**config.mk**
```make
export PLATFORM = sky130hd
export DESIGN_NAME = reset_sequencer
export DESIGN_NICKNAME = d
export VERILOG_FILES = /design/src/rtl/reset_seq_pkg.sv /design/src/rtl/reset_sequencer_sync_2ff.sv /design/src/rtl/reset_sequencer.sv
export SDC_FILE = /design/constraint.sdc
export NUM_CORES = 1
export LEC_CHECK = 0
export ABC_AREA = 1
export BUFFER_PORTS_ARGS = -buffer_cell sky130_fd_sc_hd__buf_2
export CAP_MARGIN = 20
export CORE_MARGIN = 10
export CORE_UTILIZATION = 32
export DETAILED_ROUTE_END_ITERATION = 10
export MAX_ROUTING_LAYER = met4
export PLACE_DENSITY = 0.5
export SETUP_SLACK_MARGIN = 0.2
export SKIP_CTS_REPAIR_TIMING = 1
export SYNTH_ARGS = -nofsm -noshare
export SYNTH_HDL_FRONTEND = slang
export SYNTH_SLANG_ARGS = --single-unit
```
**constraint.sdc**
```tcl
create_clock -name i_clock -period 1.55 [get_ports i_clock]
set_input_delay 0.2325 -clock i_clock [delete_from_list [all_inputs] [get_ports i_clock]]
set_output_delay 0.2325 -clock i_clock [all_outputs]
set_load 0.005 [all_outputs]
```
**src/rtl/reset_seq_pkg.sv**
```systemverilog
// reset_seq_pkg: shared state type, counter width, default timings and saturating increment
package reset_seq_pkg;
  localparam int CNT_W = 16;
  localparam int WZ_W = 8;
  localparam int DEF_LOCK_STABLE_CYCLES = 16;
  localparam int DEF_RESET_HOLD_CYCLES = 8;
  localparam int DEF_WD_TIMEOUT_CYCLES = 1000;
  localparam int DEF_WZ_RESET_CYCLES = 4;
  typedef enum logic [1:0] {WAIT_LOCK, STABILIZE, HOLD, RUN} state_t;
  typedef logic [CNT_W-1:0] cnt_t;
  function automatic cnt_t sat_inc(cnt_t c);
    return (c == '1) ? c : c + 1'b1;
  endfunction
endpackage

```
**src/rtl/reset_sequencer_sync_2ff.sv**
```systemverilog
// sync_2ff: two-flop synchronizer for a single asynchronous level, cleared by async reset
module sync_2ff (
  input  logic clk,
  input  logic rst_n,
  input  logic d,
  output logic q
);
  logic meta;
  // shift the async level through two flops to settle metastability
  always_ff @(posedge clk or negedge rst_n)
    if (!rst_n) {q, meta} <= 2'b00;
    else {q, meta} <= {meta, d};
endmodule

```
**src/rtl/reset_sequencer.sv**
```systemverilog
// reset_sequencer: holds downstream reset until the clock wizard lock is stable; RESET_SEQ_WATCHDOG_EN adds a lock watchdog
module reset_sequencer
  import reset_seq_pkg::*;
#(
  parameter int LOCK_STABLE_CYCLES = DEF_LOCK_STABLE_CYCLES,
  parameter int RESET_HOLD_CYCLES = DEF_RESET_HOLD_CYCLES,
  parameter int WD_TIMEOUT_CYCLES = DEF_WD_TIMEOUT_CYCLES,
  parameter int WZ_RESET_CYCLES = DEF_WZ_RESET_CYCLES
) (
  input  logic i_clock,
  input  logic i_reset,
  input  logic i_locked,
  input  logic i_soft_reset,
  output logic o_reset,
  output logic o_ready,
  output logic o_wz_reset,
  output logic o_lock_timeout
);
  localparam cnt_t STAB_LAST = cnt_t'(LOCK_STABLE_CYCLES - 1);
  localparam cnt_t HOLD_LAST = cnt_t'(RESET_HOLD_CYCLES - 1);
  state_t state, state_d;
  cnt_t cnt, cnt_d;
  logic locked_s;

  if (LOCK_STABLE_CYCLES < 1 || LOCK_STABLE_CYCLES > 65535 ||
      RESET_HOLD_CYCLES < 1 || RESET_HOLD_CYCLES > 65535 ||
      WD_TIMEOUT_CYCLES < 1 || WD_TIMEOUT_CYCLES > 65535 ||
      WZ_RESET_CYCLES < 1 || WZ_RESET_CYCLES > 255) begin : g_bad_params
    $error("reset_sequencer: timing parameter out of range");
  end

  sync_2ff u_sync (
    .clk(i_clock),
    .rst_n(i_reset),
    .d(i_locked),
    .q(locked_s)
  );

  // next state and phase counter; lock loss overrides soft reset everywhere
  always_comb begin
    state_d = state;
    cnt_d = cnt;
    case (state)
      WAIT_LOCK: if (locked_s) begin
        state_d = STABILIZE;
        cnt_d = '0;
      end
      STABILIZE: if (!locked_s) begin
        state_d = WAIT_LOCK;
        cnt_d = '0;
      end else if (cnt == STAB_LAST) begin
        state_d = HOLD;
        cnt_d = '0;
      end else cnt_d = sat_inc(cnt);
      HOLD: if (!locked_s) begin
        state_d = WAIT_LOCK;
        cnt_d = '0;
      end else if (i_soft_reset) cnt_d = '0;
      else if (cnt == HOLD_LAST) begin
        state_d = RUN;
        cnt_d = '0;
      end else cnt_d = sat_inc(cnt);
      RUN: if (!locked_s) begin
        state_d = WAIT_LOCK;
        cnt_d = '0;
      end else if (i_soft_reset) begin
        state_d = HOLD;
        cnt_d = '0;
      end
      default: begin
        state_d = WAIT_LOCK;
        cnt_d = '0;
      end
    endcase
  end

  // state, counter and registered reset/ready move on the same edge
  always_ff @(posedge i_clock or negedge i_reset)
    if (!i_reset) begin
      state <= WAIT_LOCK;
      cnt <= '0;
      o_reset <= 1'b1;
      o_ready <= 1'b0;
    end else begin
      state <= state_d;
      cnt <= cnt_d;
      o_reset <= state_d != RUN;
      o_ready <= state_d == RUN;
    end

`ifdef RESET_SEQ_WATCHDOG_EN
  localparam cnt_t WD_LAST = cnt_t'(WD_TIMEOUT_CYCLES);
  localparam logic [WZ_W-1:0] WZ_LAST = WZ_W'(WZ_RESET_CYCLES - 1);
  cnt_t wd_cnt;
  logic [WZ_W-1:0] wz_cnt;
  logic wd_run, wd_fire, wz_done, enter_hold, enter_run;
  assign wd_run = state == WAIT_LOCK || state == STABILIZE;
  assign wd_fire = !o_wz_reset && wd_cnt == WD_LAST;
  assign wz_done = o_wz_reset && wz_cnt == WZ_LAST;
  assign enter_hold = state_d == HOLD && state != HOLD;
  assign enter_run = state_d == RUN && state != RUN;

  // watchdog counts while waiting for lock, pulses the wizard reset, restarts after the pulse
  always_ff @(posedge i_clock or negedge i_reset)
    if (!i_reset) begin
      wd_cnt <= '0;
      wz_cnt <= '0;
      o_wz_reset <= 1'b0;
      o_lock_timeout <= 1'b0;
    end else begin
      wd_cnt <= (enter_hold || wz_done) ? '0 : (wd_run && !o_wz_reset && !wd_fire) ? sat_inc(wd_cnt) : wd_cnt;
      wz_cnt <= (o_wz_reset && !wz_done) ? wz_cnt + 1'b1 : '0;
      o_wz_reset <= wd_fire || (o_wz_reset && !wz_done);
      o_lock_timeout <= !enter_run && (o_lock_timeout || wd_fire);
    end
`else
  assign o_wz_reset = 1'b0;
  assign o_lock_timeout = 1'b0;
`endif
endmodule

```
==> impl_metrics.tcl <==
set metrics [dict create \
    run_status "complete, but fails checks" \
    violations "setup timing" \
    area_growth_pct 49.8 \
    rr_startpoint "state[1]" \
    yosysSeqAreaShare_pct 36.6 \
    netlist_area_sq_mm 0.00151 \
    finalSetupViolCount 7 \
    worst_hold_slack_ns 0.0703 \
    cts_sinks 22 \
    wire_per_inst_microns 11.7 \
    dieArea_sq_mm 0.00786 \
    powerDensity_mw_per_mm2 812 \
    finalWorstSetupSlack_ns -0.0491 \
    hold_viol_final 0 \
    power_leakage_nw 1.14 \
    min_delay_path_depth 1 \
    hold_class "in2reg" \
    grt_max_degree 23 \
    wirelength_microns 3780 \
    regToRegEndpoint "cnt[10]" \
    final_core_util_pct 50.8 \
    die_h_microns 88.6 \
    firstDrtPassIters 4 \
    grt_overflow 0 \
    critPathCaptureType "register" \
    grt_usage_pct 10.1 \
    tritoncts "done" \
    wl_met3_microns 94 \
    wl_met1_microns 1890 \
    timing.setup.tns_ns -0.216 \
    fin_crit_sh_pct 103 \
    regToRegSetupSlack_ns -0.05 \
    antenna_found_initial 0 \
    min_from "i_locked" \
    via_per_inst 4.48 \
    design_area_sq_mm 0.00226 \
    row_count 24 \
    crit_chain "ha_2, nand2_2, nand2_2, o21ai_4, inv_2, a31oi_4, buf_12, nand3_2, nor2_2, nor2_1" \
    start_util_pct 33.9 \
    hold_path_end "u_sync.meta" \
    drc 0 \
    core_sq_mm 0.00444 \
    max_stage_delay_ns 0.43 \
    final_common_cell "nand2_1" \
    insertion_delay_ns 0.27 \
    path_clk_slew_ns 0.09 \
    max_freq_mhz 625 \
    synthCells 219 \
    io_buffer_count 5 \
    stdcell_count 322 \
    final_nets 281 \
    fin_skew_ns 0.00591 \
    synth.distinct_cells 26 \
    slowest_stage "dfrtp_1" \
    dp_hpwl_microns 2870 \
    place_area_sq_mm 0.00193 \
    num_antenna_cells 0 \
    drtAntennaViolNets 0 \
    maxSlewViolCount 0 \
    cpMostUsedCell "nand2_2" \
    layout_common_cells "52 x nand2_1, 35 x buf_4, 30 x nor2_1, 26 x inv_1, 20 x dfrtp_1" \
    synth_area_per_cell_sq_um 6.88 \
    ir_drop_uv 580 \
    dr.max_layer_used "met4" \
    min_period_ns 1.60 \
    ys_warn_count 0 \
    ios 8 \
    p_total_mw 1.83 \
    critPathArrivalTime_ns 1.77 \
    place.gp.congestion 0.832 \
    dp_cells 312 \
    slew_headroom_pct 65.7 \
    maxCapViolations 0 \
    layout-drive-gt1-share_pct 42.2 \
    wl_met2_microns 1780 \
    clk_path_buf_depth 2 \
    die_w_microns 88.6 \
    cts_max_level 1 \
    grt_pass1_wl_microns 6200 \
    crit_required_ns 1.72 \
    criticalPathCategory "reg2reg" \
    tightest_slew_ns 0.515 \
    cts_buffers 3 \
    rsz0062_at_grt "yes" \
    ys_ff_latch 22 \
    reg2regPathDepth 10 \
    num_vias 1442 \
    grt_pass1_vias 1393 \
    dp_slack_ns -0.0471 \
    cts-root-buf "clkbuf_8" \
    critPathMaxFanout 13 \
    critPathLaunchType "register" \
    first_iter_violations 66 \
]
==> per-layer routing <==
metal,vias to the layer above,GRT usage (%)
li1,777,-
met1,651,12.8
met2,12,16.0
met3,2,2.57
met4,0,1.76
met5,-,-
==> sequential cells by signal (all words and copies together) (netlist names) <==
signal	cells
o_ready	1
state	2
o_reset	1
cnt	16
u_sync.q	1
u_sync.meta	1
==> cell type report <==
class | instances | area (sq um)
fill | 428 | 2190
multi-input combinational | 160 | 1040
sequential | 22 | 553
timing repair buffer | 49 | 397
inverter | 35 | 131
tap | 52 | 65.1
clock buffer | 3 | 41.3
clock inverter | 1 | 30.0
==> worst max-delay path: cells and delay by family, from the launching register on <==
kind / cells / cell delay (ns)
DFF: 1 / 0.43
and+or+nand+nor: 5 / 0.39
AOI/OAI and AO/OA: 2 / 0.24
buffers and inverters: 2 / 0.23
adders and majority gates: 1 / 0.22
==> power breakdown <==
group	switching [mW]	leakage (nW)	internal, mW	total, mW
combinational	0.330	0.811	0.297	0.627
clock	0.199	0.0357	0.345	0.544
sequential	0.0493	0.294	0.614	0.663
total	0.579	1.14	1.26	1.83
==> synthesized netlist by cell type (all sizes together) <==
library cell | count | area share, %
nand3b | 2 | 1.0
nor3 | 6 | 3.1
ha | 6 | 5.0
dfrtp | 21 | 35
conb | 1 | 0.25
inv | 35 | 8.7
xor2 | 2 | 1.2
dfstp | 1 | 1.7
nor2 | 40 | 10
a21oi | 3 | 1.0
nor4 | 1 | 0.42
nand3 | 20 | 7.6
a31oi | 1 | 1.4
o21ai | 4 | 1.6
o22ai | 2 | 0.83
nand2 | 69 | 18
buf | 3 | 1.7
nand4 | 2 | 0.83
==> worst max path at each step <==
stage	from	end	slack, ns	depth (start not counted)
5_1_grt	cnt[0]	cnt[0]	-0.15	11
3_3_place_gp	cnt[8]	cnt[10]	-0.04	11
6_report	state[1]	cnt[10]	-0.05	10
4_1_cts	cnt[8]	cnt[2]	-0.07	10
2_1_floorplan	state[1]	cnt[10]	-0.02	9
3_5_place_dp	cnt[1]	cnt[14]	-0.05	8
==> logic make-up after synthesis <==
| logic type | count (synthesis) | share of synthesized area (%) |
|---|---|---|
| other | 1 | 0.249 |
| AND/OR/NAND/NOR | 140 | 41.7 |
| flip-flops | 22 | 36.6 |
| adder cells (fa/ha/maj) | 6 | 4.98 |
| AO/OA/AOI/OAI | 10 | 4.81 |
| buffers and inverters | 38 | 10.5 |
| XOR/XNOR | 2 | 1.16 |
Power figures use the tool's default switching activity.
